===== src/rtl/eth_unpacker_pkg.sv =====
// eth_pkg: shared state type and protocol constants for the RMII receive deframer.
// CRC constants describe the reflected Ethernet CRC-32 used when ETH_UNPACKER_FCS_EN is defined.
package eth_pkg;

    typedef enum logic [1:0] {
        ST_IDLE,
        ST_PRE,
        ST_DATA,
        ST_DROP
    } rx_state_t;

    localparam logic [1:0]  PRE_DIBIT   = 2'b01;
    localparam logic [1:0]  SFD_DIBIT   = 2'b11;
    localparam logic [31:0] CRC_POLY    = 32'hEDB88320;
    localparam logic [31:0] CRC_INIT    = 32'hFFFFFFFF;
    localparam logic [31:0] CRC_RESIDUE = 32'hDEBB20E3;

endpackage


===== src/rtl/eth_unpacker_if.sv =====
// eth_unpacker_if: RMII receive pins plus the byte stream with its frame markers.
// The deframer is the master of the byte stream; the consumer side takes the slave modport.
interface eth_unpacker_if;

    logic       phy_crsdv;
    logic [1:0] phy_rxd;
    logic       axiov;
    logic [7:0] axiod;
    logic       sof;
    logic       eof;
    logic       frame_err;
    logic       fcs_ok;

    modport master (
        input  phy_crsdv, phy_rxd,
        output axiov, axiod, sof, eof, frame_err, fcs_ok
    );

    modport slave (
        output phy_crsdv, phy_rxd,
        input  axiov, axiod, sof, eof, frame_err, fcs_ok
    );

endinterface


===== src/rtl/eth_unpacker_crc32_dibit.sv =====
// eth_crc32_dibit: one combinational reflected CRC-32 step over a dibit, rxd[0] first.
// Only instantiated when ETH_UNPACKER_FCS_EN is defined.
module eth_crc32_dibit
    import eth_pkg::*;
(
    input  logic [31:0] crc_in,
    input  logic [1:0]  dibit,
    output logic [31:0] crc_out
);

    always_comb begin
        crc_out = crc_in;
        for (int i = 0; i < 2; i++) begin
            if (crc_out[0] ^ dibit[i]) begin
                crc_out = (crc_out >> 1) ^ CRC_POLY;
            end else begin
                crc_out = crc_out >> 1;
            end
        end
    end

endmodule


===== src/rtl/eth_unpacker.sv =====
// eth_unpacker: RMII receive deframer turning the 50 MHz dibit stream into bytes with sof/eof markers.
// Define ETH_UNPACKER_FCS_EN to add CRC-32 checking that drives fcs_ok at a clean frame end.
module eth_unpacker
    import eth_pkg::*;
#(
    parameter int MAX_BYTES = 1522,
    parameter int MIN_PRE   = 4
) (
    input  logic           clk,
    input  logic           rst,
    eth_unpacker_if.master bus
);

    localparam logic [10:0] MAX_BYTES_C = 11'(MAX_BYTES);
    localparam logic [4:0]  MIN_PRE_C   = 5'(MIN_PRE);

    rx_state_t   state_q, state_d;
    logic [4:0]  pre_cnt_q, pre_cnt_d;
    logic [1:0]  dibit_idx_q, dibit_idx_d;
    logic [10:0] byte_cnt_q, byte_cnt_d;
    logic [5:0]  shift_q, shift_d;
    logic [7:0]  axiod_q, axiod_d;
    logic        axiov_q, axiov_d;
    logic        sof_q, sof_d;
    logic        eof_q, eof_d;
    logic        frame_err_q, frame_err_d;
    logic        fcs_ok_q, fcs_ok_d;
    logic        sfd_take, data_take, crc_good;

    assign sfd_take  = (state_q == ST_PRE) && bus.phy_crsdv &&
                       (bus.phy_rxd == SFD_DIBIT) && (pre_cnt_q >= MIN_PRE_C);
    assign data_take = (state_q == ST_DATA) && bus.phy_crsdv && (byte_cnt_q != MAX_BYTES_C);

`ifdef ETH_UNPACKER_FCS_EN
    logic [31:0] crc_q, crc_d, crc_next;

    eth_crc32_dibit u_crc (
        .crc_in  (crc_q),
        .dibit   (bus.phy_rxd),
        .crc_out (crc_next)
    );

    always_comb begin
        crc_d = crc_q;
        if (sfd_take) begin
            crc_d = CRC_INIT;
        end else if (data_take) begin
            crc_d = crc_next;
        end
    end

    always_ff @(posedge clk or negedge rst) begin
        if (!rst) begin
            crc_q <= CRC_INIT;
        end else begin
            crc_q <= crc_d;
        end
    end

    assign crc_good = (crc_q == CRC_RESIDUE);
`else
    assign crc_good = 1'b0;
`endif

    always_comb begin
        state_d     = state_q;
        pre_cnt_d   = pre_cnt_q;
        dibit_idx_d = dibit_idx_q;
        byte_cnt_d  = byte_cnt_q;
        shift_d     = shift_q;
        axiod_d     = axiod_q;
        axiov_d     = 1'b0;
        sof_d       = 1'b0;
        eof_d       = 1'b0;
        frame_err_d = 1'b0;
        fcs_ok_d    = 1'b0;

        case (state_q)
            ST_IDLE: begin
                if (bus.phy_crsdv && (bus.phy_rxd == PRE_DIBIT)) begin
                    state_d   = ST_PRE;
                    pre_cnt_d = 5'd1;
                end
            end
            ST_PRE: begin
                if (bus.phy_crsdv && (bus.phy_rxd == PRE_DIBIT)) begin
                    if (pre_cnt_q != 5'd31) begin
                        pre_cnt_d = pre_cnt_q + 5'd1;
                    end
                end else if (sfd_take) begin
                    state_d     = ST_DATA;
                    dibit_idx_d = 2'd0;
                    byte_cnt_d  = 11'd0;
                end else begin
                    state_d = ST_IDLE;
                end
            end
            ST_DATA: begin
                // Carrier loss wins over overflow so a frame of exactly MAX_BYTES ends cleanly.
                if (!bus.phy_crsdv) begin
                    state_d     = ST_IDLE;
                    eof_d       = 1'b1;
                    frame_err_d = (dibit_idx_q != 2'd0);
                    fcs_ok_d    = (dibit_idx_q == 2'd0) && crc_good;
                end else if (!data_take) begin
                    state_d = ST_DROP;
                end else begin
                    dibit_idx_d = dibit_idx_q + 2'd1;
                    case (dibit_idx_q)
                        2'd0:    shift_d[1:0] = bus.phy_rxd;
                        2'd1:    shift_d[3:2] = bus.phy_rxd;
                        2'd2:    shift_d[5:4] = bus.phy_rxd;
                        default: begin
                            axiod_d    = {bus.phy_rxd, shift_q};
                            axiov_d    = 1'b1;
                            sof_d      = (byte_cnt_q == 11'd0);
                            byte_cnt_d = byte_cnt_q + 11'd1;
                        end
                    endcase
                end
            end
            ST_DROP: begin
                if (!bus.phy_crsdv) begin
                    state_d     = ST_IDLE;
                    eof_d       = 1'b1;
                    frame_err_d = 1'b1;
                end
            end
        endcase
    end

    always_ff @(posedge clk or negedge rst) begin
        if (!rst) begin
            state_q     <= ST_IDLE;
            pre_cnt_q   <= 5'd0;
            dibit_idx_q <= 2'd0;
            byte_cnt_q  <= 11'd0;
            shift_q     <= 6'd0;
            axiod_q     <= 8'd0;
            axiov_q     <= 1'b0;
            sof_q       <= 1'b0;
            eof_q       <= 1'b0;
            frame_err_q <= 1'b0;
            fcs_ok_q    <= 1'b0;
        end else begin
            state_q     <= state_d;
            pre_cnt_q   <= pre_cnt_d;
            dibit_idx_q <= dibit_idx_d;
            byte_cnt_q  <= byte_cnt_d;
            shift_q     <= shift_d;
            axiod_q     <= axiod_d;
            axiov_q     <= axiov_d;
            sof_q       <= sof_d;
            eof_q       <= eof_d;
            frame_err_q <= frame_err_d;
            fcs_ok_q    <= fcs_ok_d;
        end
    end

    assign bus.axiov     = axiov_q;
    assign bus.axiod     = axiod_q;
    assign bus.sof       = sof_q;
    assign bus.eof       = eof_q;
    assign bus.frame_err = frame_err_q;
    assign bus.fcs_ok    = fcs_ok_q;

endmodule


===== src/flat_wrapper.sv =====
// flat-port wrapper written by rule: the top's interface ports become plain ports
module eth_unpacker_flat import eth_pkg::*;
#(
    parameter int MAX_BYTES = 1522,
    parameter int MIN_PRE   = 4
)
  (clk, rst, bus_phy_crsdv, bus_phy_rxd, bus_axiov, bus_axiod, bus_sof, bus_eof, bus_frame_err, bus_fcs_ok);
  eth_unpacker_if bus_i ();
  input  logic clk;
  input  logic rst;
  input wire logic [$bits(bus_i.phy_crsdv)-1:0] bus_phy_crsdv;
  input wire logic [$bits(bus_i.phy_rxd)-1:0] bus_phy_rxd;
  output wire logic [$bits(bus_i.axiov)-1:0] bus_axiov;
  output wire logic [$bits(bus_i.axiod)-1:0] bus_axiod;
  output wire logic [$bits(bus_i.sof)-1:0] bus_sof;
  output wire logic [$bits(bus_i.eof)-1:0] bus_eof;
  output wire logic [$bits(bus_i.frame_err)-1:0] bus_frame_err;
  output wire logic [$bits(bus_i.fcs_ok)-1:0] bus_fcs_ok;
  assign bus_i.phy_crsdv = bus_phy_crsdv;
  assign bus_i.phy_rxd = bus_phy_rxd;
  assign bus_axiov = bus_i.axiov;
  assign bus_axiod = bus_i.axiod;
  assign bus_sof = bus_i.sof;
  assign bus_eof = bus_i.eof;
  assign bus_frame_err = bus_i.frame_err;
  assign bus_fcs_ok = bus_i.fcs_ok;
  eth_unpacker #(.MAX_BYTES(MAX_BYTES), .MIN_PRE(MIN_PRE)) u_core (.clk(clk), .rst(rst), .bus(bus_i));
endmodule

===== config.mk =====
export PLATFORM = sky130hd
export DESIGN_NAME = eth_unpacker_flat
export DESIGN_NICKNAME = d
export VERILOG_FILES = /design/src/rtl/eth_unpacker_pkg.sv /design/src/rtl/eth_unpacker_if.sv /design/src/rtl/eth_unpacker_crc32_dibit.sv /design/src/rtl/eth_unpacker.sv /design/src/flat_wrapper.sv
export SDC_FILE = /design/constraint.sdc
export NUM_CORES = 1
export LEC_CHECK = 0
export ABC_AREA = 1
export ABC_CLOCK_PERIOD_IN_PS = 1500
export CAP_MARGIN = 0
export CELL_PAD_IN_SITES_DETAIL_PLACEMENT = 0
export CELL_PAD_IN_SITES_GLOBAL_PLACEMENT = 1
export CORE_MARGIN = 3
export CORE_UTILIZATION = 30
export CTS_CLUSTER_DIAMETER = 40
export DETAILED_ROUTE_END_ITERATION = 6
export GPL_TIMING_DRIVEN = 1
export PLACE_DENSITY = 0.71
export RECOVER_POWER = 100
export SLEW_MARGIN = 10
export SYNTH_ARGS = -nofsm -noshare
export SYNTH_HDL_FRONTEND = slang
export SYNTH_SLANG_ARGS = --single-unit

===== constraint.sdc =====
create_clock -name clk -period 1.5 [get_ports clk]
set_input_delay 0.3 -clock clk [delete_from_list [all_inputs] [get_ports clk]]
set_output_delay 0.3 -clock clk [all_outputs]
set_load 0.005 [all_outputs]

After elaboration in Yosys (flattened, before gate mapping)
Cells that the tools add are included.
{"block": "classes", "muxes": 34, "bitwise": 1, "reduce_logical": 22, "eq_ne": 19, "magnitude_cmp": 1, "n_addsub": 3}
{"cell": "2-to-1 mux 11 bit", "count": 5}
{"cell": "AND reduction 4 bit", "count": 6}
{"cell": "case mux 11 bit (2 select lines)", "count": 1}
{"cell": "2-to-1 mux 2 bit", "count": 10}
{"cell": "2-to-1 mux 5 bit", "count": 3}
{"cell": "inequality test 2 bit, second input constant", "count": 6}
{"cell": "adder 11 x 1 -> 11 bit, second input constant", "count": 1}
{"cell": "logical NOT 11 bit", "count": 1}
{"cell": "2-to-1 mux 1 bit", "count": 11}
{"cell": "inequality test 11 bit, second input constant", "count": 1}
{"cell": "case mux 5 bit (2 select lines)", "count": 1}
{"cell": "equality test 2 bit, second input constant", "count": 4}
{"cell": "case mux 2 bit (4 select lines)", "count": 1}
{"cell": "equality test 2 x 1 -> 1 bit, second input constant", "count": 3}
{"cell": "logical AND 1 bit", "count": 6}
{"cell": "inequality test 2 x 1 -> 1 bit, second input constant", "count": 3}
{"cell": "AND reduction 6 bit", "count": 1}
{"cell": "nonzero test 2 bit", "count": 3}
{"cell": "adder 5 x 1 -> 5 bit, second input constant", "count": 1}
{"cell": ">= comparator 5 x 3 -> 1 bit, second input constant", "count": 1}
{"cell": "inequality test 5 bit, second input constant", "count": 1}
{"cell": "AND reduction 5 bit", "count": 1}
{"cell": "logical NOT 2 bit", "count": 2}
{"cell": "case mux 2 bit (2 select lines)", "count": 1}
{"cell": "other kinds (6)", "count": 6}
{"block": "totals", "output_inout_bits": 13, "elab_cells": 92, "input_bits": 5, "register_bits": 38}

Depth between registers and ports, before layout
Gate-level depths: netlist of the first run.
{"block": "logic_depth", "ltp_word": 7, "depth_mapped": 11, "mapped_depth_nobuf": 10}

Worst setup path before layout of the first run
Ideal clock, no wire load.
{"block": "synth_path", "path_kind": "register -> register", "start": "register u_core.pre_cnt_q[0]", "end": "register u_core.pre_cnt_q[2]", "path_slack_ps": 43, "t_arrival_ps": 1374, "setup_time_ps": 83, "t_required_ps": 1417, "path_stages_with_launch": 10, "period_less_slack_ps": 1457, "path_cell_list": "dfrtp_1 ha_1 nand2_1 nor2_1 ha_1 nand2_1 nand2_1 nor2_2 nand4_1 o21ai_0"}
{"block": "synth_via", "elab_chain_cells": 4, "word_cells_on_any_way": 7}
{"item": "from (decl)", "line": "eth_unpacker.sv:18", "source": "logic [4:0] pre_cnt_q, pre_cnt_d;"}
{"item": "from (signal assigned)", "line": "eth_unpacker.sv:147", "source": "pre_cnt_q <= pre_cnt_d;"}
{"item": "adder 5 x 1 -> 5 bit", "line": "eth_unpacker.sv:88", "source": "pre_cnt_d = pre_cnt_q + 5'd1;"}
{"item": "2-to-1 mux 5 bit", "line": "eth_unpacker.sv:87", "source": "if (pre_cnt_q != 5'd31) begin"}
{"item": "2-to-1 mux 5 bit", "line": "eth_unpacker.sv:86", "source": "if (bus.phy_crsdv && (bus.phy_rxd == PRE_DIBIT)) begin"}
{"item": "case mux 5 bit (2 select lines)", "line": "eth_unpacker.sv:78", "source": "case (state_q)"}
Several ways; a longest one is shown, not always the timed one. The select of a mux whose other input is x is not followed.
A chain may end at the register's enable or synchronous reset.

Worst setup path in the final report of the first run
{"block": "layout_path", "start": "register u_core.axiod_q[7] (netlist: u_core.bus.axiod[7])", "end": "output bus_axiod[7]"}
{"item": "from (decl)", "line": "eth_unpacker.sv:22", "source": "logic [7:0] axiod_q, axiod_d;"}
{"item": "from (signal assigned)", "line": "eth_unpacker.sv:151", "source": "axiod_q <= axiod_d;"}
{"item": "to (decl)", "line": "flat_wrapper.sv:14", "source": "output wire logic [$bits(bus_i.axiod)-1:0] bus_axiod;"}
No word-level cell between the ends.

==> impl_metrics.yaml, run 1 <==
status:
  outcome: "complete, no violations"
timing:
  report.final.hold_viol_count: 0
  final.min_clock_period_ns: 1.452
  relSlewSlack: 0.4120
  fmax_mhz: 688.8
  timing.clock.skew_ns: 0.007077
  setup-violations-final: 0
  rsz0062_at_grt: "true"
  finalCritPeriodShare: 0.9679
  drv_slew: 0
  tightestPinTransition_ns: 0.8821
detailed_routing:
  dr.pass1.iters: 4
  number_of_drc_violations_after_detailed_routing: 0
  route.antenna.remaining_nets: 0
  routed_wirelength_um: 4253
  wire_per_inst_um: 11.62
  vias: 1657
  drt_iter0_drc: 79
  routed_via_density: 4.527
pwr:
  power_dens_cells_nw_per_um2: 1010
  leakage_nw: 1.257
  power.ir.vdd_worst_mv: 0.4832
synthesis:
  synth_fp_nets: 262
  ys_seq_area_frac: 0.4816
  netlist_instances: 247
  syn-cell-area_um2: 1974
  post_synth_num_cell_types: 25
  postSynthAreaPerCell_um2: 7.993
  ys_ff_latch: 38
  synth_area_leaders: "dfrtp_1 48%, nand2_1 16%, ha_1 6.3%"
  yosysTopAreaCellShare: 0.4816
  yosys_top_cell_by_area: "dfrtp_1"
  yosys_warnings: 0
clock_tree:
  clkLatencyLatePin_ns: 0.29
  h-tree-depth: 2
  path_clk_slew_ns: 0.08
  tritoncts_num_sinks: 38
  cts_max_path_buffers: 2
  number_of_buffers_created_by_cts: 5
  cts_tree: "done"
  clock_tree_root_buffer_cell: "clkbuf_8"
floorplan:
  placeableCoreArea_um2: 6131
  chipWidth_um: 87.13
  floorplan.io_pins: 18
  die_y_um: 87.13
  floorplan.initialDensity: 0.3220
  row_count: 28
  die_area_um2: 7591
global_route:
  grt_start_max_net_pins: 39
  gr-total-overflow: 0
  number_of_antenna_violations_at_the_first_check_in_global_routing: 0
  grt_usage: 0.1220
  first_global_vias: 1540
  wire_length_of_the_first_global_routing_pass_um: 7383
setup_path:
  top_family_by_delay_on_critical_path: "buffers and inverters"
  cpMaxStageDelayCell: "clkdlybuf4s50_1"
  critPathRequiredTime_ns: 1.20
  critPathKind: "reg -> out"
  worst_setup_path_endpoint: "bus_axiod[7]"
  critical-path-max-stage-delay_ns: 0.50
  startpoint_of_the_lowest_slack_register_to_register_path: "u_core.pre_cnt_q[1]"
  cp_max_fo: 2
  cp_num_cells: 1
  cp.buffers_inverters: 1
  reg2reg_to: "u_core.pre_cnt_q[1]"
  worstPathCellList: "clkdlybuf4s50_1"
  r2r_cell_count: 10
  ff2ff_setup_slack_ns: 0.06
  data_arrival_time_of_the_critical_path_ns: 1.15
  worstSetupEndpointType: "output port"
  crit_path_start_kind: "register"
  startpoint: "u_core.bus.axiod[7]"
finish:
  drive_gt1_frac: 0.2268
  final_core_util: 0.4286
  fill_cells: 617
  layoutNonFillerInstCount: 366
  antenna_cells: 0
  area.sequential_um2: 953.4
  finalNetCount: 305
  layout-area-overhead-vs-synth_pct: 33.08
  multiInputGateArea_um2: 972.2
place:
  buffer_ports.inserted: 16
  hpwlAfterDp_um: 3039
  dpl.cell_count: 354
  final_weighted_congestion_of_routability_driven_global_placement: 0.8444
job:
  cap_viol_max_count: 0
min_path:
  hold_class: "reg -> reg"
[cells in the mapped netlist]
library cell and instances:
buf_6 2, o21a_1 1, nand2_2 3, dfrtp_1 38, conb_1 1, xor2_1 1
nor2_1 18, nand3_1 20, buf_2 1, nand2_1 83, xnor2_1 2, nand4_1 3
buf_4 1, nand3_2 1, or2_2 1, o21ai_0 17, inv_2 2, inv_1 25
nor3b_1 1, a21oi_1 4, o21ai_1 3, ha_1 10, nor3_1 2, nand2_4 2
nor2_2 5
[logic make-up (layout without fill, tap and decap cells)]
group                      Yosys count  in the layout  share of synthesized area
xor gates and xnor gates             3              3                    0.01331
AOI/OAI and AO/OA                   25             25                    0.06464
and+or+nand+nor                    139            139                     0.3061
DFF                                 38             38                     0.4816
other                                1              1                   0.001899
buffers and inverters               31             75                    0.06907
adders and majority gates           10             10                    0.06337
[cell type report]
type,instances,share of cell area
repair buffers,40,0.1395
flip-flops and latches,38,0.3629
clock buffers,5,0.02619
well taps,75,0.03571
inverters,27,0.03952
multi-input cells,178,0.3700
clock inverters,3,0.02619
[stage by stage]
| stage | power [W] | cell area (µm²) | worst slack (ns) | setup TNS (ns) | hold slack, ns |
|---|---|---|---|---|---|
| after floorplan | 0.001382 | 1974 | 0.04311 | 0 | 0.004409 |
| after global placement | 0.001561 | 2364 | -0.2142 | -5.329 | 0.2839 |
| after detailed placement | 0.001569 | 2364 | -0.2063 | -5.661 | 0.2863 |
| after CTS | 0.002649 | 2519 | 0.004534 | 0 | 0.4780 |
| after global routing | 0.002810 | 2628 | -0.05373 | -0.4280 | 0.4997 |
| final | 0.002654 | 2628 | 0.04818 | 0 | 0.4740 |
[layout by cell type (no fill, tap or decap), types with 5 or more instances in the layout]
cell type,count
buf_4,16
buf_6,5
clkbuf_8,5
clkdlybuf4s50_1,13
dfrtp_1,36
ha_1,7
inv_1,23
nand2_1,79
nand2_2,5
nand3_1,16
nand3_2,5
nor2_1,13
nor2_2,7
o21ai_0,10
o21ai_1,10
[sequential cells by signal, indices dropped and copies added, names as in the netlist]
| signal | count |
|---|---|
| u_core.state_q | 2 |
| u_core.byte_cnt_q | 11 |
| u_core.bus.sof | 1 |
| u_core.shift_q | 6 |
| u_core.bus.eof | 1 |
| u_core.dibit_idx_q | 2 |
| u_core.bus.frame_err | 1 |
| u_core.bus.axiov | 1 |
| u_core.pre_cnt_q | 5 |
| u_core.bus.axiod | 8 |
[worst min-delay path by stage]
stage                                 end  slack (ns)  cells after the start                 from
floorplan             u_core.bus.axiod[0]       0.004                      0                  rst
global placement     u_core.byte_cnt_q[5]        0.28                      2                  rst
detailed placement  u_core.byte_cnt_q[10]        0.29                      2                  rst
CTS                   u_core.bus.axiod[5]        0.48                      2  u_core.bus.axiod[5]
global route          u_core.bus.axiod[1]        0.50                      2  u_core.bus.axiod[1]
finish                u_core.bus.axiod[0]        0.47                      2  u_core.bus.axiod[0]
[where the power goes]
part           switching [W]  internal [W]
Combinational       0.000228      0.000196
Sequential         0.0000631       0.00111
Clock               0.000386      0.000667
[per-layer routing]
layer	global-route usage	part of all wire	vias up
li1	-	-	861
met1	0.1670	0.50	776
met2	0.1912	0.47	18
met3	0.02838	0.024	2
met4	0.03766	0.0075	0
met5	0	0	-
[what timing repair did]
item,4_1_cts,5_1_grt
setup endpoints to repair,1,38
pin swaps,0,9
hold buffers,1,0
setup buffers,1,2
resized for setup,0,42
hold endpoints to repair,38,0
Note: power is estimated with default switching activity, not from simulation.
==> inputs of run 2 (changes only) <==
--- a/config.mk
+++ b/config.mk
@@ -5,17 +5,17 @@
 export SDC_FILE = /design/constraint.sdc
 export NUM_CORES = 1
 export LEC_CHECK = 0
-export ABC_AREA = 1
 export ABC_CLOCK_PERIOD_IN_PS = 1500
 export CAP_MARGIN = 0
 export CELL_PAD_IN_SITES_DETAIL_PLACEMENT = 0
 export CELL_PAD_IN_SITES_GLOBAL_PLACEMENT = 1
+export CORE_ASPECT_RATIO = 0.5
 export CORE_MARGIN = 3
-export CORE_UTILIZATION = 30
+export CORE_UTILIZATION = 40
 export CTS_CLUSTER_DIAMETER = 40
 export DETAILED_ROUTE_END_ITERATION = 6
 export GPL_TIMING_DRIVEN = 1
-export PLACE_DENSITY = 0.71
+export PLACE_DENSITY = 0.85
 export RECOVER_POWER = 100
 export SLEW_MARGIN = 10
 export SYNTH_ARGS = -nofsm -noshare
==> run 2 against run 1 <==
Net effect: the run now ends with negative setup slack left; cell area up 4.8%; critical path depth up 7; clock power down 35%; via count down 1.9%; non-clock buffer count up 31; maximum frequency down 22%; sequential power down 11%; synthesized area down 4.8%; flip-flop and latch count unchanged; die area down 26%; global-route usage up 5.6 points.
==> impl_metrics.yaml, run 2 <==
setup_path:
  startpoint_of_the_lowest_slack_register_to_register_path: "u_core.byte_cnt_q[0]"
  worstPathCellList: "inv_2, ha_4, nand4_1, o311ai_4, buf_4, inv_6, and3_4, a211o_1"
  crit_path_start_kind: "register"
  critPathKind: "reg -> reg"
  cpMaxStageDelayCell: "dfrtp_1"
  ff2ff_setup_slack_ns: -0.36
  critical-path-max-stage-delay_ns: 0.40
  worstSetupEndpointType: "register"
  cp_max_fo: 6
  critPathRequiredTime_ns: 1.67
  data_arrival_time_of_the_critical_path_ns: 2.04
  r2r_cell_count: 8
  reg2reg_to: "u_core.byte_cnt_q[5]"
timing:
  whs_ns: 0.2764
  setup-violations-final: 32
  final.min_clock_period_ns: 1.861
  rsz0062_at_grt: "true"
  relSlewSlack: 0.6222
  drv_slew: 0
  final.setup.tns_ns: -8.288
  tightestPinTransition_ns: 0.5667
  fin_ws_ns: -0.3608
  fmax_mhz: 537.4
  report.final.hold_viol_count: 0
  timing.clock.skew_ns: 0.003640
  finalCritPeriodShare: 1.241
place:
  hpwlAfterDp_um: 3091
  dpl.cell_count: 291
  final_weighted_congestion_of_routability_driven_global_placement: 0.8762
  buffer_ports.inserted: 16
finish:
  layoutNonFillerInstCount: 312
  final_cell_mix: "42 x buf_4, 38 x nand2_1, 38 x dfrtp_1"
  finalNetCount: 273
  drive_gt1_frac: 0.3527
  final_core_util: 0.6548
  antenna_cells: 0
  largest_register: "u_core.byte_cnt_q"
  layout-area-overhead-vs-synth_pct: 46.37
  largest_reg_flops: 11
  area.sequential_um2: 950.9
  fill_cells: 319
  multiInputGateArea_um2: 982.2
  layout_commonest_cell: "buf_4"
synthesis:
  ys_seq_area_frac: 0.5057
  yosys-top-cells-count: "42 x nand2_1, 38 x dfrtp_1, 10 x a21oi_1, 10 x and3_1, 10 x ha_1"
  synthArstFlopShare: 1.000
  prevailing_post_synth_register_cell: "dfrtp_1"
  yosys_warnings: 0
  synth_area_leaders: "dfrtp_1 51%, nand2_1 8.4%, ha_1 6.7%"
  synth_most_common_cell: "nand2_1"
  ys_ff_latch: 38
  yosys_top_cell_by_area: "dfrtp_1"
  syn-cell-area_um2: 1881
  number_of_flops_mapped_to_enable_cells_by_yosys: 0
  yosysTopAreaCellShare: 0.5057
  post_synth_num_cell_types: 42
  netlist_instances: 187
  postSynthAreaPerCell_um2: 10.06
  synth_fp_nets: 202
clock_tree:
  number_of_buffers_created_by_cts: 5
  cts_max_path_buffers: 2
  h-tree-depth: 2
  cts_tree: "done"
  clock_tree_root_buffer_cell: "clkbuf_8"
  tritoncts_num_sinks: 38
  path_clk_slew_ns: 0.08
  clkLatencyLatePin_ns: 0.29
floorplan:
  die_y_um: 54.49
  floorplan.initialDensity: 0.4473
  chipWidth_um: 103.0
  floorplan.io_pins: 18
  row_count: 16
  placeableCoreArea_um2: 4204
  die_area_um2: 5610
detailed_routing:
  route.antenna.remaining_nets: 0
  routed_via_density: 5.208
  drt_iter0_drc: 94
  vias: 1625
  wire_per_inst_um: 14.91
  dr.pass1.iters: 4
  number_of_drc_violations_after_detailed_routing: 0
  routed_wirelength_um: 4652
pwr:
  switching_power_w: 0.0004563
  logic_pwr_share: 0.074
  leakage_nw: 1.423
  power.ir.vdd_worst_mv: 0.3258
  power.share.sequential: 0.561
  clock_power_share: 0.365
  power.total_w: 0.001877
  internal-power_w: 0.001420
  power_dens_cells_nw_per_um2: 681.8
  power.switching_fraction: 0.2432
global_route:
  first_global_vias: 1588
  grt_usage: 0.1784
  wire_length_of_the_first_global_routing_pass_um: 7534
  gr-total-overflow: 0
  grt_start_max_net_pins: 21
  number_of_antenna_violations_at_the_first_check_in_global_routing: 0
status:
  failed_checks: "negative setup slack"
  outcome: "finished, violations left"
min_path:
  hold_class: "in -> reg"
  hold_end: "u_core.bus.eof"
  hp-start: "bus_phy_crsdv"
  hold-path-cell-count: 2
job:
  cap_viol_max_count: 0
==> run 2: changes by cell type after synthesis, moves of 4 or more <==
cell,delta
a211o_1,+4
nor2_2,-5
a21oi_1,+6
mux2_1,+6
nand3_1,-13
nor2_1,-16
and3_1,+10
o21ai_0,-12
inv_1,-16
nand2_1,-41
==> run 2: cell families after synthesis <==
group	synth area share
flip-flops	0.5057
other	0.001994
buffers and inverters	0.04124
multiplexers	0.04657
adder cells (fa/ha/maj)	0.06653
AND/OR/NAND/NOR	0.2089
XOR/XNOR	0.004658
AO/OA/AOI/OAI	0.1244
==> run 2: metrics by stage <==
step / area (µm²) / setup slack, ns
final: 2753 / -0.3608
after global routing: 2753 / -0.4139
after CTS: 2604 / -0.2872
after detailed placement: 2397 / -0.4320
after global placement: 2397 / -0.4152
after floorplan: 1917 / -0.2445
==> run 2: power by group through the flow <==
stage	registers, W	clock network [W]	logic [W]
2_1_floorplan	0.00107	0	0.0000410
3_3_place_gp	0.00107	0	0.000119
6_report	0.00105	0.000684	0.000139
3_5_place_dp	0.00107	0	0.000123
5_1_grt	0.00105	0.000746	0.000157
4_1_cts	0.00105	0.000692	0.000135
==> run 2: critical path, delay by kind of cell, from the launching register on <==
family                     cells  cell delay (ns)
AOI/OAI and AO/OA              2             0.60
DFF                            1             0.40
buffers and inverters          3             0.33
and+or+nand+nor                2             0.29
adders and majority gates      1             0.13
==> run 2: cell type report <==
cell class / count / share of cell area
clock buffer: 5 / 0.02500
clock inverter: 2 / 0.003636
inverter: 10 / 0.01545
multi-input combinational: 132 / 0.3568
sequential: 38 / 0.3455
tap: 54 / 0.02455
timing repair buffer: 71 / 0.2291
==> run 2: per-layer routing <==
layer	vias to the layer above	part of all wire	global-route usage	wire (µm)
li1	794	-	-	-
met1	792	0.51	0.2396	2361
met2	37	0.45	0.2877	2097
met3	2	0.034	0.04198	159
met4	0	0.0073	0.06022	34
met5	-	0	0	0
==> run 2: worst max path at each step <==
stage / endpoint / slack (ns) / depth (start not counted) / from
CTS: u_core.byte_cnt_q[7] / -0.29 / 5 / u_core.byte_cnt_q[9]
floorplan: u_core.byte_cnt_q[7] / -0.24 / 7 / u_core.byte_cnt_q[0]
global placement: u_core.pre_cnt_q[2] / -0.42 / 7 / bus_phy_crsdv
detailed placement: u_core.byte_cnt_q[10] / -0.43 / 5 / bus_phy_crsdv
finish: u_core.byte_cnt_q[5] / -0.36 / 8 / u_core.byte_cnt_q[0]
global route: u_core.byte_cnt_q[8] / -0.41 / 9 / u_core.byte_cnt_q[0]
==> run 2: what timing repair did <==
action | 4_1_cts | 5_1_grt
buffers inserted | 4 | 10
setup endpoints to repair | 34 | 34
gates cloned | 0 | 1
gates resized for setup | 22 | 23
hold buffers | 1 | 0
pin swaps | 15 | 10
endpoints found under the hold margin | 18 | 0
==> inputs of run 3 (changes only) <==
--- a/config.mk
+++ b/config.mk
@@ -6,7 +6,6 @@
 export NUM_CORES = 1
 export LEC_CHECK = 0
 export ABC_CLOCK_PERIOD_IN_PS = 1500
-export CAP_MARGIN = 0
 export CELL_PAD_IN_SITES_DETAIL_PLACEMENT = 0
 export CELL_PAD_IN_SITES_GLOBAL_PLACEMENT = 1
 export CORE_ASPECT_RATIO = 0.5
==> results of run 3 <==
Final layout, timing and power as in run 2 (identical DEF).
